## src/rtl/imem_loader_pkg.sv

```systemverilog
// imem_loader shared definitions: memory geometry and loader states.
package imem_loader_pkg;

  localparam int IMEM_AW = 8;
  localparam int IMEM_DW = 16;

  typedef enum logic [2:0] {
    IDLE,
    ADDR,
    CNT,
    HI,
    LO,
    CSUM
  } ld_state_t;

endpackage

```

## src/rtl/imem_loader_if.sv

```systemverilog
// Byte stream valid/ready handshake feeding the instruction memory loader.
interface imem_loader_if;

  logic [7:0] in_data;
  logic       in_valid;
  logic       in_ready;

  modport master (
    output in_data,
    output in_valid,
    input  in_ready
  );

  modport slave (
    input  in_data,
    input  in_valid,
    output in_ready
  );

endinterface

```

## src/rtl/imem_loader.sv

```systemverilog
// Boot-time loader: frames a byte stream into instruction memory writes,
// holding the cpu in reset while a frame is in flight.
module imem_loader
  import imem_loader_pkg::*;
(
  input  logic               clk,
  input  logic               rst_n,
  input  logic               start,
  imem_loader_if.slave       s,
  output logic               mem_we,
  output logic [IMEM_AW-1:0] mem_addr,
  output logic [IMEM_DW-1:0] mem_wdata,
  output logic               cpu_hold,
  output logic               busy,
  output logic               done,
  output logic               err
);

  ld_state_t state;
  ld_state_t nxt;

  logic [IMEM_AW-1:0] addr;
  logic [IMEM_AW:0]   cnt;
  logic [7:0]         hi;
  logic [7:0]         sum;
  logic [7:0]         nsum;
  logic               fire;
  logic               last;

  assign fire = s.in_valid && s.in_ready;
  assign nsum = sum + s.in_data;
  assign last = (cnt == 9'd1);

  always_ff @(posedge clk or negedge rst_n) begin
    if (!rst_n) begin
      state <= IDLE;
    end else begin
      state <= nxt;
    end
  end

  always_comb begin
    nxt = state;
    unique case (state)
      IDLE:    if (start) nxt = ADDR;
      ADDR:    if (fire)  nxt = CNT;
      CNT:     if (fire)  nxt = HI;
      HI:      if (fire)  nxt = LO;
      LO:      if (fire)  nxt = last ? CSUM : HI;
      CSUM:    if (fire)  nxt = IDLE;
      default: nxt = IDLE;
    endcase
  end

  // every non-idle state is a receive state
  always_comb begin
    busy       = (state != IDLE);
    cpu_hold   = busy;
    s.in_ready = busy;
  end

  always_ff @(posedge clk or negedge rst_n) begin
    if (!rst_n) begin
      addr      <= '0;
      cnt       <= '0;
      hi        <= '0;
      sum       <= '0;
      mem_we    <= 1'b0;
      mem_addr  <= '0;
      mem_wdata <= '0;
      done      <= 1'b0;
      err       <= 1'b0;
    end else begin
      mem_we <= 1'b0;
      done   <= 1'b0;
      if (state == IDLE && start) begin
        sum <= '0;
        err <= 1'b0;
      end
      if (fire) begin
        sum <= nsum;
        unique case (state)
          ADDR: addr <= s.in_data;
          CNT:  cnt  <= (s.in_data == 8'd0) ? 9'd256
                                             : {1'b0, s.in_data};
          HI:   hi   <= s.in_data;
          LO: begin
            mem_we    <= 1'b1;
            mem_addr  <= addr;
            mem_wdata <= {hi, s.in_data};
            addr      <= addr + 8'd1;
            cnt       <= cnt - 9'd1;
          end
          CSUM: begin
            done <= 1'b1;
            err  <= (nsum != 8'h00);
          end
          default: ;
        endcase
      end
    end
  end

endmodule

```

## src/flat_wrapper.sv

```systemverilog
// flat-port wrapper written by rule: the top's interface ports become plain ports
module imem_loader_flat import imem_loader_pkg::*;
  (clk, rst_n, start, mem_we, mem_addr, mem_wdata, cpu_hold, busy, done, err, s_in_data, s_in_valid, s_in_ready);
  imem_loader_if s_i ();
  input  logic clk;
  input  logic rst_n;
  input  logic start;
  output logic mem_we;
  output logic [IMEM_AW-1:0] mem_addr;
  output logic [IMEM_DW-1:0] mem_wdata;
  output logic cpu_hold;
  output logic busy;
  output logic done;
  output logic err;
  input wire logic [$bits(s_i.in_data)-1:0] s_in_data;
  input wire logic [$bits(s_i.in_valid)-1:0] s_in_valid;
  output wire logic [$bits(s_i.in_ready)-1:0] s_in_ready;
  assign s_i.in_data = s_in_data;
  assign s_i.in_valid = s_in_valid;
  assign s_in_ready = s_i.in_ready;
  imem_loader u_core (.clk(clk), .rst_n(rst_n), .start(start), .s(s_i), .mem_we(mem_we), .mem_addr(mem_addr), .mem_wdata(mem_wdata), .cpu_hold(cpu_hold), .busy(busy), .done(done), .err(err));
endmodule
```

## config.mk

```make
export PLATFORM = sky130hd
export DESIGN_NAME = imem_loader_flat
export DESIGN_NICKNAME = d
export VERILOG_FILES = /design/src/rtl/imem_loader_pkg.sv /design/src/rtl/imem_loader_if.sv /design/src/rtl/imem_loader.sv /design/src/flat_wrapper.sv
export SDC_FILE = /design/constraint.sdc
export NUM_CORES = 1
export LEC_CHECK = 0
export CORE_UTILIZATION = 56
export DETAILED_ROUTE_END_ITERATION = 8
export PLACE_DENSITY = 0.81
export SYNTH_ARGS = -nofsm -noshare
export SYNTH_HDL_FRONTEND = slang
export SYNTH_SLANG_ARGS = --single-unit
export TNS_END_PERCENT = 10
```

## constraint.sdc

```tcl
create_clock -name clk -period 3.1 [get_ports clk]
set_clock_uncertainty 0.05 [all_clocks]
set_input_delay 0.775 -clock clk [delete_from_list [all_inputs] [get_ports clk]]
set_output_delay 0.775 -clock clk [all_outputs]
set_load 0.005 [all_outputs]
```

; ---- After elaboration in Yosys (flattened, before gate mapping)
; Cells that the tools add are included.
[word_totals]
inputBits = 12
regBits = 63
word_cells = 59
out_inout_bits = 30
[op_classes]
n_eq_ne = 12
mux = 20
reduce_logical = 14
add_sub_neg = 3
[op_table]
columns = cell, count
row1 = $mux W3, 7
row2 = $pmux W3 S6, 1
row3 = $pmux W9 S2, 1
row4 = $mux W8, 2
row5 = $pmux W8 S2, 1
row6 = $ne A2 B1 Y1 const B, 5
row7 = $eq A9 B1 Y1 const B, 1
row8 = $mux W9, 1
row9 = $sub A9 B1 Y9 const B, 1
row10 = $add A8 B1 Y8 const B, 1
row11 = $add A8 B8 Y8, 1
row12 = $logic_not A8 Y1, 1
row13 = $reduce_and A2 Y1, 4
row14 = $reduce_bool A8 Y1, 1
row15 = $mux W1, 7
row16 = $eq A3 B2 Y1 const B, 2
row17 = $eq A3 B3 Y1 const B, 2
row18 = $reduce_and A6 Y1, 1
row19 = $reduce_bool A2 Y1, 3
row20 = $eq A3 B1 Y1 const B, 1
row21 = $logic_not A3 Y1, 1
row22 = $reduce_bool A3 Y1, 1
row23 = $logic_and A1 B1 Y1, 2
row24 = $ne A2 B2 Y1 const B, 1

; ---- Depth between registers and ports, before layout
[logic_depth]
word_depth = 5
ltp_mapped = 8
mapped_depth_nobuf = 7

; ---- Worst setup path before layout
; No wires, ideal clock.
[synth_timing]
path_kind = input to register
start = input port s_in_data[0]
end = register u_core.err
arrival_ns = 2.152
t_required_ns = 2.917
setup_slack_ns = 0.765
setup_time_ns = 0.133
path_buffers = 0
stages = 7
path_cell_list = ha_1 > fa_1 > a21oi_1 > o21ai_0 > and2_1 > nor4_1 > a31oi_1
[synth_between]
elab_chain_len = 4
[synth_lines]
columns = element, line
row1 = start: declaration, flat_wrapper.sv:15  ; input wire logic [$bits(s_i.in_data)-1:0] s_in_data;
row2 = $add A8 B8 Y8, imem_loader.sv:31  ; assign nsum = sum + s.in_data;
row3 = $reduce_bool A8 Y1, imem_loader.sv:96  ; err <= (nsum != 8'h00);
row4 = $mux W1, imem_loader.sv:82  ; unique case (state)
row5 = $mux W1, imem_loader.sv:80  ; if (fire) begin
row6 = end signal: assignment, imem_loader.sv:96
row7 = end: declaration, imem_loader.sv:16  ; output logic err
; No other way between the ends.
; A chain may end at the register's enable or synchronous reset.

; ---- Final worst setup path
; Ends and elaborated chain as after synthesis.

==> results.toml <==
[setup_path]
r2r-end = "u_core.err$_DFF_PN0_"
path_depth = 8
critPathArrivalTime_ns = 2.86
rrSetupSlack_ns = 0.90
cp-end-kind = "flop"
r2r-start = "u_core.sum[0]$_DFFE_PN0P_"
critPathKind = "input pin to flop"
crit_fanout = 3
crit_chain = "clkdlybuf4s50_1 -> ha_1 -> fa_1 -> a21oi_1 -> o21ai_0 -> and2_1 -> nor4_1 -> a31oi_1"
cpPeakStageDelay_ns = 0.43
reg2reg_depth = 7
cp.buffers_inverters = 1
startpoint_type = "input pin"
cp.required_ns = 3.26
cpLargestDelayFamily = "adder cells"
cpMaxStageDelayCell = "clkdlybuf4s50_1"

[layout]
n_fill_cell = 396
multi_input_area_sq_um = 1590
register_area_sq_um = 1580
diodes = 0
syn_to_final_growth_pct = 21.0
drive_above_1_share = 0.196
nets = 375

[clock_tree]
cts.sinks = 63
clockRootBuffer = "clkbuf_8"
cts_setup_buffers = 0
cts_max_path_buffers = 2
numCtsBuffers = 9
clkTransAtPathRegs_ns = 0.07
cts_resized = 0
insertion_delay_ns = 0.34
cts_tree = "built"
htree_levels = 3
postCtsHoldBufs = 0

[global_routing]
first_global_vias = 2484
grt-ovfl-total = 0
grt_pass1_wl_microns = 12300
antenna_found_initial = 0
grt_max_degree = 33
grt_use_total = 0.264

[floorplan]
die_height_microns = 78.8
die-area_sq_um = 6210
row_count = 27
io_pins = 42
initial_utilization = 0.589
core_area_sq_um = 5610
die_w_microns = 78.8

[timing]
timing.fmax_mhz = 371
setup_viol = 0
period_share = 0.870
tightest_slew_ns = 0.733
fin_tns_setup_ns = 0
min_period_ns = 2.70
drv_slew = 0
holdWs_ns = 0.438
rsz0062_at_grt = "no"
slew-limit-headroom = 0.511
hold_violations = 0

[place]
dp_hpwl_microns = 5190
gp_congestion = 0.867
port_buffers = 41

[synthesis]
syn_area_per_cell_sq_um = 11.0
ys_async_sr_fraction = 1.00
ys_ff_latch = 63
syn-num-nets = 324
yosysWarningCount = 0
synthFlopType = "dfrtp_1"
synth.distinct_cells = 52
yosysSeqAreaShare = 0.477
netlist_area_sq_um = 3300
synth_edf_count = 0
synth_cells = 301

[hold_path]
min_path_type = "input pin to async pin"

[route]
via_count = 2601
routedWlPerCell_microns = 17.3
vias_per_cell = 6.06
firstDrtPassIters = 4
ant_nets = 0
drt_iter0_markers = 193
routed_wl_microns = 7430
post-route-drc-count = 0

[run_status]
status = "complete, no violations"

[pwr]
irDropWorstVdd_mv = 0.469
p_per_area_nw_per_um2 = 981
leakage_nw = 1.81

[job]
drv_cap = 0
[metal layers]
layer / global-route usage / routed length, microns / up-vias
li1: - / - / 1200
met1: 0.350 / 3360 / 1278
met2: 0.397 / 3460 / 103
met3: 0.0494 / 356 / 20
met4: 0.169 / 258 / 0
met5: 0 / 0 / -
[worst max path at each step]
stage,start,end,slack [ns]
finish,s_in_data[0],u_core.err$_DFF_PN0_,0.40
global route,s_in_data[0],u_core.err$_DFF_PN0_,0.23
CTS,u_core.state[0]$_DFFE_PN0P_,busy,0.42
detailed placement,s_in_data[0],u_core.err$_DFF_PN0_,0.05
global placement,s_in_data[0],u_core.err$_DFF_PN0_,0.15
floorplan,s_in_data[0],u_core.err$_DFF_PN0_,0.76
[state kept, by name, summed over array words and instances, names as in the netlist]
signal	cells
u_core.mem_we	1
u_core.state	3
u_core.mem_addr	8
u_core.sum	8
u_core.mem_wdata	16
u_core.done	1
u_core.err	1
u_core.cnt	9
u_core.addr	8
u_core.hi	8
[Yosys cell counts, types with 6 or more instances]
cell type  instances  share of area
mux2_2            14          0.048
nor2b_1            7          0.013
mux2_4            18          0.082
dfrtp_1           63           0.48
o21ai_0           19          0.029
nor2_1            26          0.030
o22ai_1            6          0.011
a31oi_1            7          0.013
ha_1              10          0.038
buf_2              8          0.012
a22o_1             7          0.019
inv_1              7         0.0080
nand2_1           19          0.022
a21oi_1           19          0.029
[report_power, final]
group,internal (mW),total (mW),switching (mW)
clock network,0.368,0.694,0.325
registers,1.19,1.54,0.349
logic,0.947,1.68,0.736
total,2.51,3.92,1.41
[worst register-to-register path, cell delays in order (launching register included)]
cell	delay (ns)
dfrtp_1	0.40
ha_1	0.24
fa_1	0.43
a21oi_1	0.24
o21ai_0	0.10
and2_1	0.18
nor4_1	0.31
a31oi_1	0.13
[cell usage in the layout (no fill, tap or decap), drive strengths merged, types with 2 or more instances in the layout]
cell and count:
a211oi 3, a21o 3, a21oi 20, a22o 7, a22oi 2, a31oi 7, and2 3, and3 3
buf 16, clkbuf 10, clkdlybuf4s50 40, clkinv 5, dfrtp 63, ha 10, inv 7, mux2 32
nand2 20, nand2b 3, nand3 6, nand4 3, nor2 26, nor2b 8, nor3 4, nor3b 2
nor4 5, o21a 2, o21ai 21, o22a 3, o22ai 6, o311ai 2, xnor2 2, xor2 2
[final cells by class]
| type | count | area share |
|---|---|---|
| tap | 72 | 0.0226 |
| multi-input combinational | 214 | 0.398 |
| sequential | 63 | 0.395 |
| clock inverter | 6 | 0.0154 |
| timing repair buffer | 56 | 0.130 |
| inverter | 8 | 0.00752 |
| clock buffer | 10 | 0.0320 |
[cells by family (layout without fill, tap and decap cells)]
group | count (synthesis) | after routing | synth area share
buffers and inverters | 24 | 80 | 0.0409
multiplexers | 32 | 32 | 0.130
XOR/XNOR | 4 | 4 | 0.0106
AO/OA/AOI/OAI | 81 | 81 | 0.159
AND/OR/NAND/NOR | 86 | 86 | 0.139
flip-flops | 63 | 63 | 0.477
adder cells (fa/ha/maj) | 11 | 11 | 0.0440
[stage by stage]
step | setup WS (ns) | cells | util | power, mW | cell area [sq um]
3_3_place_gp | 0.155 | 413 | 0.678 | 3.13 | 3800
6_report | 0.405 | 429 | 0.712 | 3.92 | 3990
4_1_cts | 0.423 | 429 | 0.712 | 3.92 | 3990
3_5_place_dp | 0.0500 | 413 | 0.678 | 3.21 | 3800
2_1_floorplan | 0.765 | 301 | - | 2.60 | 3300
5_1_grt | 0.225 | 429 | 0.712 | 4.17 | 3990
(Power assumes the default switching activity.)
